### src/rtl/fetch_pkg.sv
// fetch_pkg: shared fetch FSM state encoding and default program-counter width.
package fetch_pkg;
  localparam int PC_W_DEF = 16;
  typedef enum logic [2:0] {IDLE, OP, OPW, DEC, ARGW, ISSUE} fetch_state_t;
endpackage

### src/rtl/instr_fetch.sv
// instr_fetch: byte-serial opcode/argument fetch FSM feeding a decoder and execute stage.
// Define IFETCH_CNT_EN to add the 32-bit instr_count handshake counter output.
module instr_fetch
  import fetch_pkg::*;
#(
  parameter int PC_W = PC_W_DEF
) (
  input  logic            clk,
  input  logic            rst_n,
  output logic [PC_W-1:0] pmem_addr,
  output logic            pmem_rd,
  input  logic [7:0]      pmem_data,
  output logic [7:0]      opcode,
  input  logic [1:0]      argc,
  output logic            instr_valid,
  input  logic            instr_ready,
  output logic [15:0]     instr_arg,
  output logic [PC_W-1:0] instr_pc,
  input  logic            branch_taken,
`ifdef IFETCH_CNT_EN
  input  logic [15:0]     branch_offset,
  output logic [31:0]     instr_count
`else
  input  logic [15:0]     branch_offset
`endif
);
  fetch_state_t state, state_nx;
  logic [PC_W-1:0] pc;
  logic [PC_W-1:0] off;
  logic [1:0] remaining;
  logic [1:0] argc_eff;
  logic hs;
  assign argc_eff = argc == 2'd3 ? 2'd2 : argc;
  assign off = PC_W'($signed(branch_offset));
  assign instr_valid = state == ISSUE;
  assign hs = instr_valid & instr_ready;
  always_ff @(posedge clk or negedge rst_n)
    if (!rst_n) state <= IDLE;
    else state <= state_nx;
  // In ARGW the byte for pc arrives now, so the follow-on read targets pc+1.
  always_comb begin
    state_nx = state;
    pmem_rd = 1'b0;
    pmem_addr = state == ARGW ? pc + 1'b1 : pc;
    case (state)
      IDLE:  state_nx = OP;
      OP: begin
        pmem_rd = 1'b1;
        state_nx = OPW;
      end
      OPW:   state_nx = DEC;
      DEC: begin
        pmem_rd = argc_eff != 2'd0;
        state_nx = argc_eff != 2'd0 ? ARGW : ISSUE;
      end
      ARGW: begin
        pmem_rd = remaining != 2'd1;
        state_nx = remaining == 2'd1 ? ISSUE : ARGW;
      end
      ISSUE: state_nx = instr_ready ? OP : ISSUE;
      default: state_nx = IDLE;
    endcase
  end
  always_ff @(posedge clk or negedge rst_n) begin
    if (!rst_n) begin
      pc <= '0;
      remaining <= '0;
      opcode <= '0;
      instr_arg <= '0;
      instr_pc <= '0;
    end else begin
      if (state == OP) instr_pc <= pc;
      if (state == OPW) begin
        opcode <= pmem_data;
        instr_arg <= '0;
        pc <= pc + 1'b1;
      end
      if (state == DEC) remaining <= argc_eff;
      if (state == ARGW) begin
        instr_arg <= {instr_arg[7:0], pmem_data};
        pc <= pc + 1'b1;
        remaining <= remaining - 1'b1;
      end
      if (hs && branch_taken) pc <= instr_pc + off;
    end
  end
`ifdef IFETCH_CNT_EN
  always_ff @(posedge clk or negedge rst_n)
    if (!rst_n) instr_count <= '0;
    else if (hs) instr_count <= instr_count + 32'd1;
`endif
endmodule
### config.mk
export PLATFORM = sky130hd
export DESIGN_NAME = instr_fetch
export DESIGN_NICKNAME = d
export VERILOG_FILES = /design/src/rtl/fetch_pkg.sv /design/src/rtl/instr_fetch.sv
export SDC_FILE = /design/constraint.sdc
export NUM_CORES = 1
export LEC_CHECK = 0
export CORE_MARGIN = 2
export CORE_UTILIZATION = 40
export DETAILED_ROUTE_END_ITERATION = 10
export GPL_TIMING_DRIVEN = 0
export PLACE_DENSITY = 0.67
export SETUP_SLACK_MARGIN = 0.5
export SYNTH_ARGS = -nofsm -noshare
export SYNTH_HDL_FRONTEND = slang
export SYNTH_SLANG_ARGS = --single-unit
export TNS_END_PERCENT = 50
### constraint.sdc
create_clock -name clk -period 2.82 [get_ports clk]
set_input_delay 0.564 -clock clk [delete_from_list [all_inputs] [get_ports clk]]
set_output_delay 0.564 -clock clk [all_outputs]
set_load 0.05 [all_outputs]
Word level (Yosys, flattened, before mapping)
Index checks and enable logic that the tools add are counted.
{"block": "word_totals", "regBits": 61, "in_bits": 30}
{"block": "classes", "n_addsub": 3, "n_eq_ne": 8, "muxes": 14, "bitwise": 1, "reduce_logical": 6}
{"cell": "$mux 16", "count": 6}
{"cell": "$pmux 3 s6", "count": 1}
{"cell": "$add 16x1->16 const B", "count": 1}
{"cell": "$add 16x16->16", "count": 1}
{"cell": "$eq 3x2->1 const B", "count": 2}
{"cell": "$eq 3x3->1 const B", "count": 2}
{"cell": "$mux 2", "count": 3}
{"cell": "$reduce_bool 2->1", "count": 3}
{"cell": "$eq 3x1->1 const B", "count": 1}
{"cell": "$logic_not 3->1", "count": 1}
{"cell": "$mux 3", "count": 1}
{"cell": "$pmux 1 s3", "count": 1}
{"cell": "$reduce_bool 3->1", "count": 1}
{"cell": "$eq 2x1->1 const B", "count": 1}
{"cell": "$eq 2x2->1 const B", "count": 1}
{"cell": "$mux 1", "count": 2}
{"cell": "$ne 2x1->1 const B", "count": 1}
{"cell": "$sub 2x1->2 const B", "count": 1}
{"cell": "$and 1x1->1", "count": 1}
{"cell": "$logic_and 1x1->1", "count": 1}

Logic depth before layout (Yosys ltp)
Gate-level depths: netlist of run 1.
{"block": "depth", "depth_word": 5, "depth_mapped": 8, "depth_no_buf": 8}

Least setup slack after synthesis of run 1
Ideal clock, no wire load.
{"block": "synth_timing", "path_kind": "register to output", "start": "register pc[1]", "end": "output port pmem_addr[14]", "arrival_ps": 2266, "slack_ps": -10, "stages_incl_launch_ff": 7, "n_path_buf": 0, "path_cell_list": "dfrtp_1 -> ha_1 -> and3_2 -> and3_1 -> nand3_1 -> or2_2 -> xnor2_1"}
{"block": "synth_via", "elab_chain_cells": 2}
{"element": "start, declared", "line": "instr_fetch.sv:28", "text": "logic [PC_W-1:0] pc;"}
{"element": "start signal, assigned", "line": "instr_fetch.sv:76", "text": "pc <= pc + 1'b1;"}
{"element": "start signal, assigned", "line": "instr_fetch.sv:81", "text": "pc <= pc + 1'b1;"}
{"element": "start signal, assigned", "line": "instr_fetch.sv:84", "text": "if (hs && branch_taken) pc <= instr_pc + off;"}
{"element": "$add 16x1->16", "line": "instr_fetch.sv:44", "text": "pmem_addr = state == ARGW ? pc + 1'b1 : pc;"}
{"element": "$mux 16", "line": "instr_fetch.sv:44"}
{"element": "end, declared", "line": "instr_fetch.sv:10", "text": "output logic [PC_W-1:0] pmem_addr,"}
No other way between the ends.

Final worst setup path of run 1
Same ends and word-level chain as after synthesis.

==> results of run 1 <==
-- cell usage after synthesis (all sizes together), types with 2 or more instances --
cell	instances	area, µm²
or2	3	18.77
buf	11	85.07
or3	3	18.77
nor3b	4	35.03
nand2	37	138.9
clkbuf	10	37.54
a21o	6	45.04
nor2	23	86.33
nand4	4	25.02
mux2	25	281.5
nand3	14	75.07
a211oi	7	52.55
a211o	4	35.03
o21bai	3	22.52
nor3	6	35.03
mux2i	5	50.05
xor2	11	96.34
o21ai	19	95.09
xnor2	21	183.9
nor2b	2	12.51
o22ai	2	12.51
a22oi	3	22.52
and3	4	26.28
a31oi	2	12.51
a21oi	22	110.1
nor4	2	12.51
a22o	17	148.9
ha	17	212.7
inv	9	33.78
dfrtp	61	1526
o21a	2	15.01
-- critical path: cells and delay by family (launching register included) --
kind	cells	cell delay (ns)
fa+ha+maj	1	0.21
buf+inv	1	0.18
simple gates	4	0.85
xor+xnor	1	0.14
flops	1	0.40
-- cell type report --
| type | count | share of cell area |
|---|---|---|
| Buffer | 21 | 0.03285 |
| Clock buffer | 9 | 0.02183 |
| Clock inverter | 7 | 0.01433 |
| Inverter | 9 | 0.006393 |
| Multi-Input combinational cell | 283 | 0.4259 |
| Sequential cell | 61 | 0.2705 |
| Tap cell | 111 | 0.02447 |
| Timing Repair Buffer | 121 | 0.2037 |
-- power by group through the flow --
stage,Sequential (mW),Clock (mW),Combinational (mW)
after floorplan,2.40,0,2.37
after global placement,1.64,0,4.38
after CTS,1.62,0.853,4.65
after global routing,1.67,0.890,5.32
after detailed placement,1.65,0,4.42
final,1.62,0.829,5.02
-- metal layers --
| layer | share of wire | up-vias | global-route usage |
|---|---|---|---|
| li1 | - | 1631 | - |
| met1 | 0.45 | 1694 | 0.2818 |
| met2 | 0.50 | 79 | 0.3294 |
| met3 | 0.037 | 6 | 0.04944 |
| met5 | 0 | - | 0 |
| met4 | 0.0097 | 0 | 0.04742 |
-- metrics by stage --
| step | hold WS [ns] | utilization | power [mW] | setup slack [ns] | TNS, ns |
|---|---|---|---|---|---|
| after floorplan | 0.2684 | - | 4.763 | 0.2707 | 0 |
| after global placement | 0.4851 | 0.5405 | 6.011 | -1.121 | -59.03 |
| after detailed placement | 0.4807 | 0.5402 | 6.064 | -0.5059 | -4.804 |
| after CTS | 0.3207 | 0.5885 | 7.129 | 0.1241 | 0 |
| after global routing | 0.3638 | 0.6231 | 7.885 | 0.05566 | 0 |
| final | 0.2916 | 0.6231 | 7.470 | 0.1360 | 0 |
-- cells by family (layout without fill, tap and decap cells) --
family                     after synthesis  after routing  share of synthesized area
buffers and inverters                   30            167                    0.04217
xor gates and xnor gates                32             32                    0.07557
adders and majority gates               18             18                    0.06275
AOI/OAI and AO/OA                       98             98                     0.1808
muxes                                   30             30                    0.08941
and+or+nand+nor                        105            105                     0.1376
DFF                                     61             61                     0.4116
-- worst paths after layout --
check	to	slack [ns]	depth (start not counted)
max	pmem_addr[14]	0.14	7
min	opcode[6]$_DFFE_PN0P_	0.29	1
max reg2reg	pc[5]$_DFFE_PN0P_	0.45	7
min reg2reg	instr_arg[15]$_DFFE_PN0P_	0.50	1
max in group asynchronous	pc[4]$_DFFE_PN0P_	1.94	1
min in group clk	instr_arg[15]$_DFFE_PN0P_	0.50	1
-- registers in the layout, summed over array words and instances (netlist names) --
name       cells
instr_arg     16
instr_pc      16
opcode         8
pc            16
remaining      2
state          3
-- timing repair --
action                                  4_1_cts  5_1_grt
pin swaps                                    11       16
buffers inserted                             15       19
gates resized for setup                     135       65
endpoints found under the setup margin       28       41
==> impl_metrics.env, run 1 <==
export IMPL_vias=3410
export IMPL_cts_sinks=61
export IMPL_cp_arrival_ns=2.12
export IMPL_grt_max_degree=62
export IMPL_synth_distinct_cells=55
export IMPL_switching_power_mw=3.698
export IMPL_dieArea_um2=10060
export IMPL_dp_cells=572
export IMPL_place_congestion=0.8675
export IMPL_hold_buffers=0
export IMPL_crit_top_cell="and3_4"
export IMPL_yosys_warnings=0
export IMPL_root_buffer="clkbuf_8"
export IMPL_drc_errors=0
export IMPL_ys_ff_latch=61
export IMPL_dr_pass1_iters=4
export IMPL_yosys_most_used_dff="dfrtp_1"
export IMPL_routedWlPerCell_um=16.90
export IMPL_groute_usage_overall=0.2051
export IMPL_h_tree_depth=3
export IMPL_hold_viol_final=0
export IMPL_ant_nets=0
export IMPL_power_frac_seq=0.217
export IMPL_timing_fmax_mhz=372.6
export IMPL_dpl_cell_area_um2=4921
export IMPL_final_nets=554
export IMPL_drt_initial_drc_count=113
export IMPL_drive_above_1_share=0.3405
export IMPL_start_util=0.4071
export IMPL_p_comb_frac=0.672
export IMPL_drv_cap=0
export IMPL_syn_area_per_cell_um2=9.916
export IMPL_final_cells=622
export IMPL_num_fill_cells=765
export IMPL_cp_end_kind="output pin"
export IMPL_clock_skew_ns=0.01131
export IMPL_ys_seq_area_frac=0.4116
export IMPL_grt_first_pass_wirelength_um=16170
export IMPL_p_leak_nw=2.482
export IMPL_die_h_um=100.3
export IMPL_syn_num_nets=422
export IMPL_worstPathRequired_ns=2.26
export IMPL_internal_power_mw=3.772
export IMPL_clockBufferDepth=2
export IMPL_rsz0062_at_grt="true"
export IMPL_synth_cell_area_um2=3709
export IMPL_antenna_found_initial=0
export IMPL_multiInputGateArea_um2=2417
export IMPL_critical_path_max_stage_delay_ns=0.40
export IMPL_fin_crit_ns=2.684
export IMPL_synth_edff_count=0
export IMPL_final_common_cell="clkdlybuf4s50_1"
export IMPL_crit_type="reg -> out"
export IMPL_first_global_vias=3240
export IMPL_cp_start_kind="flip-flop"
export IMPL_layout_common_cells="65 x clkdlybuf4s50_1, 54 x dfrtp_1, 39 x buf_4"
export IMPL_tightest_slew_ns=0.7955
export IMPL_pin_count=88
export IMPL_cts_made_buffers=9
export IMPL_startpoint="pc[1]$_DFFE_PN0P_"
export IMPL_area_delta_synth_final_pct=53.04
export IMPL_clk_latency_ns=0.35
export IMPL_p_per_area_nw_per_um2=1316
export IMPL_worstPathCellList="ha_2 > and3_4 > and3_4 > nand3_2 > or2_2 > xnor2_2 > buf_6"
export IMPL_worstReg2RegStart="state[1]$_DFF_PN0_"
export IMPL_synthArstFlopShare=1.000
export IMPL_switching_share=0.4950
export IMPL_drt_wl_total_um=10510
export IMPL_core_area_um2=9109
export IMPL_dp_final_hpwl_um=7115
export IMPL_power_clock_fraction=0.111
export IMPL_clk_pin_slew_ns=0.08
export IMPL_cts_tree="done"
export IMPL_io_buffer_count=87
export IMPL_relSlewSlack=0.4668
export IMPL_status="finished, final reports clean"
export IMPL_hp_class="in -> async"
export IMPL_synth_cells=374
export IMPL_globalRoute_totalOverflow=0
export IMPL_maxSlewViolCount=0
export IMPL_max_vdd_ir_drop_mv=0.8625
export IMPL_fin_crit_sh=0.9518
export IMPL_die_w_um=100.3
export IMPL_crit_fanout=4
export IMPL_setup_viol=0
export IMPL_rows=35
export IMPL_diodes=0
export IMPL_fin_area_um2=5675
export IMPL_regArea_um2=1535
export IMPL_crit_slowest_cell="dfrtp_2"
export IMPL_vias_per_cell=5.482
Note: power is estimated with default switching activity, not from simulation.
==> run 2: changes to the inputs <==
--- a/config.mk
+++ b/config.mk
@@ -11,6 +11,7 @@
 export GPL_TIMING_DRIVEN = 0
 export PLACE_DENSITY = 0.67
 export SETUP_SLACK_MARGIN = 0.5
+export SKIP_CTS_REPAIR_TIMING = 1
 export SYNTH_ARGS = -nofsm -noshare
 export SYNTH_HDL_FRONTEND = slang
 export SYNTH_SLANG_ARGS = --single-unit
==> impl_metrics.env, run 2 (synthesis gave the netlist of run 1 again) <==
export IMPL_clockBufferDepth=2
export IMPL_clock_skew_ns=0.008559
export IMPL_p_leak_nw=2.527
export IMPL_p_comb_frac=0.673
export IMPL_cts_tree="done"
export IMPL_drive_above_1_share=0.3526
export IMPL_fin_crit_ns=2.690
export IMPL_groute_usage_overall=0.2009
export IMPL_globalRoute_totalOverflow=0
export IMPL_drt_wl_total_um=10790
export IMPL_rsz0062_at_grt="true"
export IMPL_hold_viol_final=0
export IMPL_cts_made_buffers=9
export IMPL_grt_max_degree=62
export IMPL_cp_arrival_ns=2.13
export IMPL_tightest_slew_ns=0.8049
export IMPL_cp_start_kind="flip-flop"
export IMPL_maxSlewViolCount=0
export IMPL_max_vdd_ir_drop_mv=0.8595
export IMPL_pin_count=88
export IMPL_cp_end_kind="output pin"
export IMPL_io_buffer_count=87
export IMPL_diodes=0
export IMPL_drv_cap=0
export IMPL_rows=35
export IMPL_timing_fmax_mhz=371.8
export IMPL_switching_power_mw=3.752
export IMPL_first_global_vias=3139
export IMPL_tns_ns=0
export IMPL_ant_nets=0
export IMPL_fin_crit_sh=0.9539
export IMPL_routedWlPerCell_um=17.13
export IMPL_power_frac_seq=0.216
export IMPL_top_regs="instr_arg x16, instr_pc x16, pc x16"
export IMPL_status="finished, final reports clean"
export IMPL_root_buffer="clkbuf_8"
export IMPL_grt_first_pass_wirelength_um=15840
export IMPL_core_area_um2=9109
export IMPL_final_nets=562
export IMPL_layout_common_cells="65 x clkdlybuf4s50_1, 54 x dfrtp_1, 39 x buf_4"
export IMPL_antenna_found_initial=0
export IMPL_die_h_um=100.3
export IMPL_power_clock_fraction=0.110
export IMPL_crit_type="reg -> out"
export IMPL_drt_initial_drc_count=184
export IMPL_h_tree_depth=3
export IMPL_final_common_cell="clkdlybuf4s50_1"
export IMPL_relSlewSlack=0.4634
export IMPL_drc_errors=0
export IMPL_place_congestion=0.8675
export IMPL_vias_per_cell=5.505
export IMPL_dieArea_um2=10060
export IMPL_p_per_area_nw_per_um2=1315
export IMPL_area_delta_synth_final_pct=55.40
export IMPL_vias=3468
export IMPL_cts_sinks=61
export IMPL_finalPower_mw=7.576
export IMPL_clk_latency_ns=0.35
export IMPL_die_w_um=100.3
export IMPL_setup_viol=0
export IMPL_start_util=0.4071
export IMPL_dr_pass1_iters=5
export IMPL_dp_final_hpwl_um=7115
export IMPL_worstPathRequired_ns=2.26
export IMPL_switching_share=0.4952
export IMPL_clk_pin_slew_ns=0.08
export IMPL_internal_power_mw=3.824
export IMPL_crit_fanout=4
export IMPL_hp_class="in -> async"
## run 2: path summary, 6_finish.rpt
| check | from | endpoint | slack, ns | cells after the start |
|---|---|---|---|---|
| max | pc[1]$_DFFE_PN0P_ | pmem_addr[11] | 0.13 | 7 |
| min | rst_n | opcode[6]$_DFFE_PN0P_ | 0.30 | 1 |
| max reg2reg | state[1]$_DFF_PN0_ | pc[7]$_DFFE_PN0P_ | 0.37 | 7 |
| min reg2reg | instr_arg[15]$_DFFE_PN0P_ | instr_arg[15]$_DFFE_PN0P_ | 0.51 | 1 |
| max in group asynchronous | rst_n | pc[3]$_DFFE_PN0P_ | 1.95 | 1 |
| min in group clk | instr_arg[15]$_DFFE_PN0P_ | instr_arg[15]$_DFFE_PN0P_ | 0.51 | 1 |
## run 2: metrics by stage
step	hold WS, ns	setup WS, ns	area (µm²)	util	std cells
6_report	0.2967	0.1301	5763	0.6327	630
5_1_grt	0.3549	0.04144	5763	0.6327	630
4_1_cts	0.3208	-0.8960	5126	0.5628	588
3_5_place_dp	0.4807	-0.5059	4921	0.5402	572
3_3_place_gp	0.4851	-1.121	4923	0.5405	572
2_1_floorplan	0.2684	0.2707	3914	-	374
## run 2: layout make-up
type                    instances  area [µm²]
fillers                       767        3346
clock buffers                   9       123.9
well taps                     111       138.9
flip-flops and latches         61        1535
repair buffers                129        1221
inverters                       9       33.78
clock inverters                 7       81.33
plain buffers                  21       162.7
multi-input cells             283        2466
## run 2: routing by layer
layer / track usage / wire [µm] / share of wire
met4: 0.04004 / 153 / 0.014
met1: 0.2845 / 4851 / 0.45
met5: 0 / 0 / 0
met2: 0.3134 / 5317 / 0.49
met3: 0.05223 / 469 / 0.043
## run 2: power groups by stage
| stage | Clock [mW] | Sequential (mW) | Combinational [mW] |
|---|---|---|---|
| global placement | 0 | 1.64 | 4.38 |
| floorplan | 0 | 2.40 | 2.37 |
| CTS | 0.853 | 1.63 | 4.44 |
| finish | 0.837 | 1.64 | 5.10 |
| global route | 0.894 | 1.69 | 5.40 |
| detailed placement | 0 | 1.65 | 4.42 |
## run 2: worst max-delay path: stages, from the launching register on
cell     delay, ns
dfrtp_2       0.43
buf_6         0.12
nand3_4       0.08
or4_4         0.47
nor2_4        0.22
nand3_4       0.13
xnor2_4       0.15
buf_6         0.17
